<file path="config.mk">
export PLATFORM = sky130hd
export DESIGN_NAME = alu_arbiter
export DESIGN_NICKNAME = d
export VERILOG_FILES = /design/src/rtl/alu_pkg.sv /design/src/rtl/alu_arbiter_rr.sv /design/src/rtl/alu_arbiter.sv
export SDC_FILE = /design/constraint.sdc
export NUM_CORES = 1
export LEC_CHECK = 0
export CAP_MARGIN = 30
export CORE_ASPECT_RATIO = 0.7
export CORE_UTILIZATION = 38
export CTS_CLUSTER_SIZE = 10
export DETAILED_ROUTE_END_ITERATION = 12
export PLACE_DENSITY = 0.8
export REMOVE_ABC_BUFFERS = 1
export SLEW_MARGIN = 20
export SYNTH_ARGS = -nofsm -noshare
export SYNTH_HDL_FRONTEND = slang
export SYNTH_SLANG_ARGS = --single-unit
</file>
<file path="constraint.sdc">
create_clock -name Clock -period 5 [get_ports Clock]
set_input_delay 1 -clock Clock [delete_from_list [all_inputs] [get_ports Clock]]
set_output_delay 1 -clock Clock [all_outputs]
set_load 0.1 [all_outputs]
</file>
<file path="src/rtl/alu_pkg.sv">
// Shared definitions for the ALU arbiter: ALU operation codes and FSM states.
package alu_pkg;

    localparam logic [3:0] ALU_AND = 4'b0000;
    localparam logic [3:0] ALU_OR  = 4'b0001;
    localparam logic [3:0] ALU_ADD = 4'b0010;
    localparam logic [3:0] ALU_SUB = 4'b0110;
    localparam logic [3:0] ALU_SLT = 4'b0111;

    typedef enum logic [1:0] {
        ST_IDLE = 2'd0,
        ST_EXEC = 2'd1,
        ST_RESP = 2'd2
    } state_t;

endpackage

</file>
<file path="src/rtl/alu_arbiter_rr.sv">
// Two-way round-robin grant: a lone request wins, a tie goes to the
// requester that was not granted last.
module rr_arbiter2 (
    input  logic [1:0] req,
    input  logic       last,
    output logic [1:0] grant
);

    always_comb begin
        grant = 2'b00;
        case (req)
            2'b01:   grant = 2'b01;
            2'b10:   grant = 2'b10;
            2'b11:   grant = last ? 2'b01 : 2'b10;
            default: grant = 2'b00;
        endcase
    end

endmodule

</file>
<file path="src/rtl/alu_arbiter.sv">
// Shares one external combinational ALU between two requesters using a
// three-state FSM (IDLE -> EXEC -> RESP) and round-robin arbitration.
module alu_arbiter
    import alu_pkg::*;
#(
    parameter int DATA_W = 32,
    parameter int CTRL_W = 4
) (
    input  logic              Clock,
    input  logic              Reset,
    input  logic              Req0Valid,
    output logic              Req0Ready,
    input  logic [CTRL_W-1:0] Req0Control,
    input  logic [DATA_W-1:0] Req0A,
    input  logic [DATA_W-1:0] Req0B,
    output logic              Resp0Valid,
    input  logic              Resp0Ready,
    output logic [DATA_W-1:0] Resp0Data,
    output logic              Resp0Zero,
    input  logic              Req1Valid,
    output logic              Req1Ready,
    input  logic [CTRL_W-1:0] Req1Control,
    input  logic [DATA_W-1:0] Req1A,
    input  logic [DATA_W-1:0] Req1B,
    output logic              Resp1Valid,
    input  logic              Resp1Ready,
    output logic [DATA_W-1:0] Resp1Data,
    output logic              Resp1Zero,
    output logic [CTRL_W-1:0] ALUControl,
    output logic [DATA_W-1:0] DataIn0,
    output logic [DATA_W-1:0] DataIn1,
    input  logic [DATA_W-1:0] DataOut,
    input  logic              ZeroOut,
    output logic              Busy
);

    state_t state, state_n;

    logic [CTRL_W-1:0] ctrl_q;
    logic [DATA_W-1:0] a_q;
    logic [DATA_W-1:0] b_q;
    logic [DATA_W-1:0] res_q;
    logic              zero_q;
    logic              gid_q;
    logic              last_q;
    logic [1:0]        grant;
    logic              accept;
    logic              resp_fire;

    rr_arbiter2 u_rr (
        .req   ({Req1Valid, Req0Valid}),
        .last  (last_q),
        .grant (grant)
    );

    // Grant is only a valid requester, so a ready output implies a handshake.
    assign Req0Ready = (state == ST_IDLE) && grant[0];
    assign Req1Ready = (state == ST_IDLE) && grant[1];
    assign accept    = Req0Ready || Req1Ready;

    assign Resp0Valid = (state == ST_RESP) && !gid_q;
    assign Resp1Valid = (state == ST_RESP) && gid_q;
    assign resp_fire  = (Resp0Valid && Resp0Ready) ||
                        (Resp1Valid && Resp1Ready);

    assign Resp0Data = Resp0Valid ? res_q : '0;
    assign Resp1Data = Resp1Valid ? res_q : '0;
    assign Resp0Zero = Resp0Valid && zero_q;
    assign Resp1Zero = Resp1Valid && zero_q;

    assign ALUControl = ctrl_q;
    assign DataIn0    = a_q;
    assign DataIn1    = b_q;
    assign Busy       = (state != ST_IDLE);

    always_comb begin
        state_n = state;
        case (state)
            ST_IDLE: if (accept) state_n = ST_EXEC;
            ST_EXEC: state_n = ST_RESP;
            ST_RESP: if (resp_fire) state_n = ST_IDLE;
            default: state_n = ST_IDLE;
        endcase
    end

    always_ff @(posedge Clock or posedge Reset) begin
        if (Reset) begin
            state  <= ST_IDLE;
            ctrl_q <= '0;
            a_q    <= '0;
            b_q    <= '0;
            res_q  <= '0;
            zero_q <= 1'b0;
            gid_q  <= 1'b0;
            last_q <= 1'b1;
        end else begin
            state <= state_n;
            if (accept) begin
                ctrl_q <= grant[1] ? Req1Control : Req0Control;
                a_q    <= grant[1] ? Req1A : Req0A;
                b_q    <= grant[1] ? Req1B : Req0B;
                gid_q  <= grant[1];
            end
            if (state == ST_EXEC) begin
                res_q  <= DataOut;
                zero_q <= ZeroOut;
                last_q <= gid_q;
            end
        end
    end

endmodule

</file>
After elaboration in Yosys (flattened, before gate mapping)
Index checks and enable logic that the tools add are counted.
{"block": "word_totals", "ff_bits": 105, "in_bits": 175, "rom_bits": 0, "latchBits": 0, "output_inout_bits": 139, "elab_cells": 39, "memories": 0, "mem_bits_rw": 0}
{"block": "op_classes", "n_lt_le_gt_ge": 0, "div_mod_pow": 0, "shifts": 0, "add_sub_neg": 0, "mux": 10, "multipliers": 0, "reduce_logical": 14, "eq_ne": 7, "n_bitwise": 0}
{"operator": "two-way mux 32 bit", "count": 4}
{"operator": "case mux 2 bit (3 select lines)", "count": 2}
{"operator": "logical AND 1 bit", "count": 8}
{"operator": "equality test 2 bit, second input constant", "count": 3}
{"operator": "two-way mux 2 bit", "count": 3}
{"operator": "equality test 2 x 1 -> 1 bit, second input constant", "count": 2}
{"operator": "two-way mux 4 bit", "count": 1}
{"operator": "inequality test 2 bit, second input constant", "count": 2}
{"operator": "zero test 2 bit", "count": 1}
{"operator": "logical OR 1 bit", "count": 2}
{"operator": "AND reduction 2 bit", "count": 1}
{"operator": "nonzero test 2 bit", "count": 1}
{"operator": "zero test 1 bit", "count": 1}

Logic depth before layout (Yosys ltp)
Gate-level depths: netlist of the first run.
{"block": "logic_depth", "ltp_word": 6, "ltp_mapped": 7, "mapped_depth_nobuf": 3}

Cells and area by module
Synthesis of the first run repeated with hierarchy kept, for this count alone.
{"block": "hier_totals", "hier_cells": 384, "hier_area_um2": 5237.5}
{"module": "alu_arbiter", "instances": 1, "cells_each": 381, "area_per_inst_um2": 5218.8, "seq_area_each_um2": 2628.8}
{"module": "rr_arbiter2", "instances": 1, "cells_each": 3, "area_per_inst_um2": 18.8, "seq_area_each_um2": 0.0}

Worst setup path before layout of the first run
OpenSTA, ideal clock, no wires.
{"block": "synth_timing", "path_type": "register -> output", "from": "register state[0]", "to": "output port Req1Ready", "arrival_time_ns": 2.841, "slack_ns": 1.159, "t_required_ns": 4.000, "n_path_buf": 1, "stages_incl_launch_ff": 5, "path_cell_list": "dfrtp_1 nor2_1 clkbuf_1 inv_1 nor2_1"}
{"block": "synth_between", "elab_chain_cells": 2}
{"item": "from (decl)", "line": "alu_arbiter.sv:37", "source": "state_t state, state_n;"}
{"item": "from (signal assigned)", "line": "alu_arbiter.sv:97", "source": "state <= state_n;"}
{"item": "zero test 2 bit", "line": "alu_arbiter.sv:58", "source": "assign Req1Ready = (state == ST_IDLE) && grant[1];"}
{"item": "logical AND 1 bit", "line": "alu_arbiter.sv:58"}
{"item": "to (decl)", "line": "alu_arbiter.sv:21", "source": "output logic Req1Ready,"}
Every way passes these cells.

Worst setup path in the final report of the first run
{"block": "layout_timing", "from": "input port Req1Valid", "to": "output port Req1Ready"}
{"block": "layout_between", "elab_chain_cells": 3, "elab_cells_between_ends": 5, "cone_classes": "eq/ne: 3; mux: 1; reduce/logical: 1"}
{"item": "from (decl)", "line": "alu_arbiter.sv:20", "source": "input logic Req1Valid,"}
{"item": "equality test 2 bit or equality test 2 x 1 -> 1 bit (tied branches)", "line": "alu_arbiter_rr.sv:11", "source": "case (req)"}
{"item": "case mux 2 bit (3 select lines) *", "line": "alu_arbiter_rr.sv:11"}
{"item": "logical AND 1 bit *", "line": "alu_arbiter.sv:58"}
Mark *: on every way between the ends. The rest lies on a longest branch, timed or not.

==> results of run 1 <==
## layout make-up
class / instances / area (um^2)
multi-input cells: 388 / 2260
inverters: 3 / 13.8
clock buffers: 11 / 243
flip-flops and latches: 105 / 2630
well taps: 166 / 208
clock inverters: 5 / 40.0
repair buffers: 323 / 3090
fillers: 1070 / 4650
## through the flow
stage	instances	worst slack (ns)	setup TNS, ns	hold WS, ns	util, %
after floorplan	496	-1.45	-1.45	0.486	-
after global placement	982	1.79	0	0.499	61.8
after detailed placement	984	1.78	0	0.504	62.2
after CTS	1000	1.78	0	0.521	64.4
after global routing	1001	1.74	0	0.536	64.6
final	1001	1.80	0	0.518	64.6
## sequential cells by signal, indices dropped and copies added, names as in the netlist
| register | flops |
|---|---|
| DataIn0 | 32 |
| DataIn1 | 32 |
| res_q | 32 |
| ALUControl | 4 |
| state | 2 |
| gid_q | 1 |
| last_q | 1 |
| zero_q | 1 |
## how the worst max path moves through the flow
stage / startpoint / end / depth (start not counted)
4_1_cts: Req1Valid / Req1Ready / 4
3_3_place_gp: Req1Valid / Req1Ready / 4
6_report: Req1Valid / Req1Ready / 4
3_5_place_dp: Req1Valid / Req1Ready / 4
5_1_grt: state[1]$_DFFE_PP0P_ / Req0Ready / 4
2_1_floorplan: state[0]$_DFFE_PP0P_ / Req1Ready / 3
## cell families (layout without fill, tap and decap cells)
kind of cell,count (synthesis),after routing,share of synthesized area [%]
simple gates,213,213,19.2
compound gates,140,140,16.9
buf+inv,51,342,4.68
mux,35,35,7.72
flops,105,105,51.5
## cells in the final DEF, fill, tap and decap left out
cell type,instances
clkdlybuf4s50_1,243
nand2_1,136
dfrtp_1,104
buf_4,77
a21oi_1,69
and2_1,66
a31oi_1,58
mux2_2,35
a31oi_2,10
clkbuf_16,9
nor2_1,4
clkinv_4,3
buf_16,3
inv_1,2
nand2b_1,2
nor2b_4,1
a21bo_2,1
nor2_4,1
or2_2,1
and2_4,1
a21boi_4,1
and3_1,1
inv_4,1
o21bai_1,1
inv_6,1
clkinv_2,1
clkbuf_8,1
clkbuf_1,1
dfstp_2,1
## routing by layer
metal | vias to the layer above | GRT usage, %
met5 | - | 0
li1 | 2416 | -
met3 | 16 | 5.78
met1 | 2514 | 28.9
met2 | 223 | 43.3
met4 | 0 | 5.85
==> metrics.txt, run 1 <==
status=finished, final reports clean; YS warnings=0; Setup Crit Path Kind=input pin to output pin; RR Startpoint=state[1]$_DFFE_PP0P_; drt total wl=17000 um; DP Area=0.00818 mm^2; residual DRC count=0; Final Slew Violations=0; Initial DRC Count=269; standard-cell rows=35; number of max-cap violations=0; fmax=312 MHz; clk root buf=clkbuf_16; Synth area leader=dfrtp_1; Crit path arrival time=2.20 ns; nature of the critical path endpoint=output pin; largest net degree at the start of global routing=72; hold crit path type=flip-flop to flip-flop; number of global-route vias before repair=5125; first-pass GRT wire length=26300 um; DRT Pass-1 Iters=5; WL met1=6800 um; TritonCTS clock tree=yes; WL/cell=17.0 um; uppermost layer routed=met4; R2R Setup Slk=2.54 ns; Vias/cell=5.16; Die ar.=0.0139 mm^2; Syn-to-layout area delta=66.2%; Final Instance Area=0.00849 mm^2; CTS Buffer Depth=2; ANT nets after route=0; final setup vio count=0; placeable core area=0.0131 mm^2; grt ovf=0; clock sink count=105; Hold Crit Start=res_q[5]$_DFFE_PP0N_; register area share after synthesis=51.5%; post-synth top area share=51.0%; port bufs=313; Nets=1005; gpl congestion=0.820; Crit path largest cell delay=0.53 ns; io pins=314; CP bufs+invs=2; Worst Hold Depth=1; CTS buffer count=9; initial antenna violation count=0; Slew @ Worst Pin=1.02 ns; share of layout cells above drive strength 1=17.7%; commonest cells in the netlist=nand2_1, dfrtp_1, a21oi_1, and2_1, a31oi_1; Worst EP required=4.00 ns; Worst Hold Path EP=res_q[5]$_DFFE_PP0N_; Cells after Synth=544; Final Skew=0.0115 ns; chip height=99.0 um; clock-pin slew on the worst setup and hold paths=0.07 ns; worst path cell trace=clkdlybuf4s50_1 > a21bo_2 > nor2_1 > buf_4; Crit path max-delay family=buffers and inverters; clock period minus worst slack=3.20 ns; hpwl dp=11800 um; number of antenna repair diodes=0; Slowest cell on crit path=clkdlybuf4s50_1; Syn Std Cell Area=0.00511 mm^2; RR Endpoint=DataIn0[20]$_DFFE_PP0P_; top-count cell post-synth=nand2_1; number of synthesized flops with an enable pin=0; Chip Width=141 um; H-tree levels=3; Setup crit start kind=input pin; worst-path maximum fanout=5; Worst Reg-to-Reg Cells=4; ranking of synthesized cells by area=dfrtp_1, nand2_1, and2_1; Synth Area per Inst=9.39 um^2; RSZ-0062 raised after global routing=false; Post-synth ARST share=100%; final period utilization=64.0%; Worst-Skew Late Latency=0.34 ns; headroom to the max-slew limit=32.0%; routed via count=5169; post-cts hold buffer count=0; Total GRT Usage=24.0%; met3 WL=1310 um; met2 wire len=8700 um; Post-CTS Resized=0; FF+latch count, synth=105; Initial Utilization=38.9%; Yosys cell types=22; Synth Flop Type=dfrtp_1; postcts setup bufs=0; Hold Fails Final Rpt=0
Power of run 1 is left out: the tool's default activity adds up to more than one toggle a clock period on the data nets, which glitch-free logic cannot reach.
==> run 2: changes to the inputs <==
--- a/config.mk
+++ b/config.mk
@@ -7,10 +7,10 @@
 export LEC_CHECK = 0
 export CAP_MARGIN = 30
 export CORE_ASPECT_RATIO = 0.7
-export CORE_UTILIZATION = 38
+export CORE_UTILIZATION = 34
 export CTS_CLUSTER_SIZE = 10
 export DETAILED_ROUTE_END_ITERATION = 12
-export PLACE_DENSITY = 0.8
+export PLACE_DENSITY = 0.76
 export REMOVE_ABC_BUFFERS = 1
 export SLEW_MARGIN = 20
 export SYNTH_ARGS = -nofsm -noshare
==> constraint.sdc (replaced) <==
create_clock -name Clock -period 2.6 [get_ports Clock]
set_input_delay 0.52 -clock Clock [delete_from_list [all_inputs] [get_ports Clock]]
set_output_delay 0.52 -clock Clock [all_outputs]
set_load 0.1 [all_outputs]
==> metrics.txt, run 2 (synthesis results as in run 1) <==
status=finished, final reports clean (unchanged); Vias/cell=4.93 (was 5.16); port bufs=313 (unchanged); H-tree levels=3 (unchanged); share of layout cells above drive strength 1=26.1% (was 17.7%); WP depth=5 (was 4); io pins=314 (unchanged); Slowest cell on crit path=dfrtp_1 (was clkdlybuf4s50_1); Chip Width=148 um (was 141 um); CTS buffer count=9 (unchanged); Final Skew=0.00725 ns (was 0.0115 ns); RR Startpoint=state[1]$_DFFE_PP0P_ (unchanged); Syn-to-layout area delta=81.3% (was 66.2%); number of max-cap violations=0 (unchanged); Worst-Skew Late Latency=0.34 ns (about the same); Die ar.=0.0155 mm^2 (was 0.0139 mm^2); chip height=105 um (was 99.0 um); Setup Crit Path Kind=flip-flop to output pin (was input pin to output pin); number of global-route vias before repair=5104 (was 5125); Crit path arrival time=1.82 ns (was 2.20 ns); Post-CTS Resized=0 (unchanged); initial antenna violation count=0 (unchanged); standard-cell rows=37 (was 35); TNS Setup=0 ns (unchanged); drt total wl=17900 um (was 17000 um); fmax=426 MHz; Nets=1005 (unchanged); clock-pin slew on the worst setup and hold paths=0.07 ns (about the same); Final Slew Violations=0 (unchanged); Setup crit start kind=flip-flop (was input pin); commonest non-fill, non-tap cell in the layout=clkdlybuf4s50_1 (unchanged); worst-path maximum fanout=34 (was 5); number of antenna repair diodes=0 (unchanged); gpl congestion=0.811 (was 0.820); post-cts hold buffer count=0 (unchanged); WL/cell=17.4 um (was 17.0 um); clk root buf=clkbuf_16 (unchanged); postcts setup bufs=0 (unchanged); grt ovf=0 (unchanged); clock sink count=105 (unchanged); nature of the critical path endpoint=output pin (unchanged); crit path capture=Resp1Data[11] (was Req1Ready); hold crit path type=flip-flop to flip-flop (unchanged); Hold Fails Final Rpt=0 (unchanged); hpwl dp=12700 um (was 11800 um); CTS Buffer Depth=2 (unchanged); CP startpoint=state[0]$_DFFE_PP0P_ (was Req1Valid); RSZ-0062 raised after global routing=false (unchanged); final period utilization=90.2%; CP bufs+invs=2 (unchanged); most frequent cells in the layout=clkdlybuf4s50_1, nand2_1, dfrtp_1 (unchanged); Slew @ Worst Pin=0.818 ns (was 1.02 ns); Crit path max-delay family=simple AND/OR/NAND/NOR gates (was buffers and inverters); placeable core area=0.0147 mm^2 (was 0.0131 mm^2); Worst Reg-to-Reg Cells=3 (was 4); Crit path largest cell delay=0.42 ns (was 0.53 ns); first-pass GRT wire length=28200 um (was 26300 um); headroom to the max-slew limit=45.4% (was 32.0%); R2R Setup Slk=0.91 ns (was 2.54 ns); DRT Pass-1 Iters=4 (was 5); Total GRT Usage=23.2% (was 24.0%); final setup vio count=0 (unchanged); largest net degree at the start of global routing=106 (was 72); routed via count=5083 (was 5169); Worst EP required=2.08 ns (was 4.00 ns); Initial Utilization=34.8% (was 38.9%); Core Util, Final=63.1% (was 64.6%); Initial DRC Count=262 (was 269); ANT nets after route=0 (unchanged); RR Endpoint=DataIn0[17]$_DFFE_PP0P_ (was DataIn0[20]$_DFFE_PP0P_); clock period minus worst slack=2.34 ns; residual DRC count=0 (unchanged); worst path cell trace=nand2b_1 > nor2_1 > buf_4 > and2_1 > buf_12 (was clkdlybuf4s50_1 > a21bo_2 > nor2_1 > buf_4); TritonCTS clock tree=yes (unchanged)
run 2: worst min path at each step:
stage,from,to,slack [ns],cells after the start
after floorplan,res_q[0]$_DFFE_PP0N_,res_q[0]$_DFFE_PP0N_,0.49,1
after global placement,res_q[23]$_DFFE_PP0N_,res_q[23]$_DFFE_PP0N_,0.50,1
after detailed placement,res_q[26]$_DFFE_PP0N_,res_q[26]$_DFFE_PP0N_,0.50,1
after CTS,res_q[26]$_DFFE_PP0N_,res_q[26]$_DFFE_PP0N_,0.52,1
after global routing,res_q[31]$_DFFE_PP0N_,res_q[31]$_DFFE_PP0N_,0.54,1
final,res_q[25]$_DFFE_PP0N_,res_q[25]$_DFFE_PP0N_,0.52,1
run 2: final cells by class:
class / count / area (um^2)
clock buffers: 10 / 239
clock inverters: 6 / 72.6
fillers: 1228 / 5420
inverters: 3 / 13.8
multi-input cells: 388 / 2260
flip-flops and latches: 105 / 2630
well taps: 195 / 244
repair buffers: 323 / 3800
run 2: worst register-to-register path, stage by stage, from the launching register on:
cell and delay [ns]:
dfrtp_1 0.44, nor2_4 0.15, and2_4 0.69, a31oi_1 0.24
run 2: layer usage:
layer	global-route usage, %	wire length, um	share of wire [%]	up-vias
met5	0	0	0	-
met3	6.38	1400	7.8	26
met1	28.7	7430	42	2417
met2	38.9	8680	48	215
met4	7.81	385	2.2	0
li1	-	-	-	2425
run 2: stage by stage:
step / area [um^2] / setup WS, ns / instances / hold WS [ns]
floorplan: 4880 / -3.37 / 496 / 0.486
global placement: 8950 / 0.305 / 1014 / 0.498
detailed placement: 8950 / 0.216 / 1014 / 0.503
CTS: 9260 / 0.240 / 1030 / 0.521
global route: 9260 / 0.167 / 1030 / 0.543
finish: 9260 / 0.255 / 1030 / 0.519
Power of run 2 is left out for the same reason.
==> run 3: changes to the inputs <==
--- a/config.mk
+++ b/config.mk
@@ -10,9 +10,9 @@
 export CORE_UTILIZATION = 34
 export CTS_CLUSTER_SIZE = 10
 export DETAILED_ROUTE_END_ITERATION = 12
+export GPL_TIMING_DRIVEN = 0
 export PLACE_DENSITY = 0.76
 export REMOVE_ABC_BUFFERS = 1
-export SLEW_MARGIN = 20
 export SYNTH_ARGS = -nofsm -noshare
 export SYNTH_HDL_FRONTEND = slang
 export SYNTH_SLANG_ARGS = --single-unit
==> metrics.txt, run 3 (synthesis results as in run 1) <==
R2R Setup Slk=0.86 ns (was 0.91 ns); final period utilization=95.1% (was 90.2%); Setup Crit Path Kind=flip-flop to output pin (unchanged); CTS buffer count=9 (unchanged); WL met1=7400 um (was 7430 um); Syn-to-layout area delta=70.3% (was 81.3%); Total GRT Usage=23.2% (about the same); ANT nets after route=0 (unchanged); Slew @ Worst Pin=1.02 ns (was 0.818 ns); Initial DRC Count=173 (was 262); Crit path arrival time=1.95 ns (was 1.82 ns); Worst-Skew Late Latency=0.34 ns (about the same); share of layout cells above drive strength 1=18.8% (was 26.1%); grt ovf=0 (unchanged); DP Area=0.00851 mm^2 (was 0.00895 mm^2); port bufs=313 (unchanged); hpwl dp=12000 um (was 12700 um); io pins=314 (unchanged); post-cts hold buffer count=0 (unchanged); Final Slew Violations=0 (unchanged); routed via count=4985 (was 5083); clock sink count=105 (unchanged); WL/cell=17.4 um (about the same); H-tree levels=3 (unchanged); Initial Utilization=34.8% (unchanged); standard-cell rows=37 (unchanged); Core Util, Final=59.3% (was 63.1%); placeable core area=0.0147 mm^2 (unchanged); Vias/cell=4.81 (was 4.93); DRT Pass-1 Iters=4 (unchanged); RSZ-0062 raised after global routing=false (unchanged); CTS Buffer Depth=2 (unchanged); fmax=404 MHz (was 426 MHz); Chip Width=148 um (unchanged); met2 wire len=8860 um (was 8680 um); headroom to the max-slew limit=31.9% (was 45.4%); drt total wl=18000 um (was 17900 um); chip height=105 um (unchanged); largest net degree at the start of global routing=71 (was 106); Hold Fails Final Rpt=0 (unchanged); number of antenna repair diodes=0 (unchanged); met3 WL=1600 um (was 1400 um); TritonCTS clock tree=yes (unchanged); gpl congestion=0.735 (was 0.811); number of global-route vias before repair=5020 (was 5104); Worst EP required=2.08 ns (about the same); commonest non-fill, non-tap cell in the layout=clkdlybuf4s50_1 (unchanged); most frequent cells in the layout=clkdlybuf4s50_1, nand2_1, dfrtp_1 (unchanged); status=finished, final reports clean (unchanged); Setup crit start kind=flip-flop (unchanged); Final Instance Area=0.00870 mm^2 (was 0.00926 mm^2); pre-CTS setup slack=-1.02 ns (was 0.216 ns); final setup vio count=0 (unchanged); nature of the critical path endpoint=output pin (unchanged); Nets=1012 (was 1005); worst-path maximum fanout=25 (was 34); Final Skew=0.00754 ns (was 0.00725 ns); residual DRC count=0 (unchanged); clock-pin slew on the worst setup and hold paths=0.07 ns (about the same); initial antenna violation count=0 (unchanged); clk root buf=clkbuf_16 (unchanged); number of max-cap violations=0 (unchanged); first-pass GRT wire length=28000 um (was 28200 um); Die ar.=0.0155 mm^2 (unchanged); hold crit path type=flip-flop to flip-flop (unchanged); clock period minus worst slack=2.47 ns (was 2.34 ns); uppermost layer routed=met4 (unchanged); Worst Setup Slack, final=0.126 ns (was 0.255 ns)
[run 3: what timing repair did]
action,in CTS,in global routing
buffers inserted,2,4
cloned,2,0
resized for setup,407,3
pin swaps,2,4
endpoints found under the setup margin,139,79
[run 3: stage by stage]
stage / hold slack, ns / TNS (ns) / instances
2_1_floorplan: 0.486 / -235.56 / 496
3_3_place_gp: 0.502 / -606.69 / 1004
3_5_place_dp: 0.505 / -60.92 / 1013
4_1_cts: 0.521 / 0 / 1032
5_1_grt: 0.538 / 0 / 1036
6_report: 0.521 / 0 / 1036
[run 3: path summary, 6_finish.rpt]
kind | start | endpoint | depth (start not counted)
max in group asynchronous | Reset | last_q$_DFFE_PP1N_ | 3
setup reg to reg | state[1]$_DFFE_PP0P_ | DataIn0[29]$_DFFE_PP0P_ | 4
setup / recovery | state[0]$_DFFE_PP0P_ | Resp1Data[2] | 6
hold reg to reg | res_q[18]$_DFFE_PP0N_ | res_q[18]$_DFFE_PP0N_ | 1
min in group asynchronous | Reset | zero_q$_DFFE_PP0N_ | 2
hold / removal | res_q[18]$_DFFE_PP0N_ | res_q[18]$_DFFE_PP0N_ | 1
[run 3: worst max-delay path, stage by stage, from the launching register on]
cell and delay, ns:
dfrtp_1 0.46, nand2b_1 0.27, nor2_4 0.15, buf_4 0.14
buf_16 0.14, and2_1 0.15, buf_4 0.30
[run 3: layer usage]
metal	global-route usage, %	up-vias
li1	-	2434
met1	28.5	2322
met2	39.8	215
met4	5.15	0
met3	6.99	14
met5	0	-
[run 3: cell type report]
cell class | instances | area [um^2]
clock buffers | 11 | 233
clock inverters | 4 | 53.8
inverters | 3 | 13.8
multi-input cells | 390 | 2310
flip-flops and latches | 105 | 2630
repair buffers | 328 | 3210
fillers | 1299 | 5980
well taps | 195 | 244
Power of run 3 is left out for the same reason.
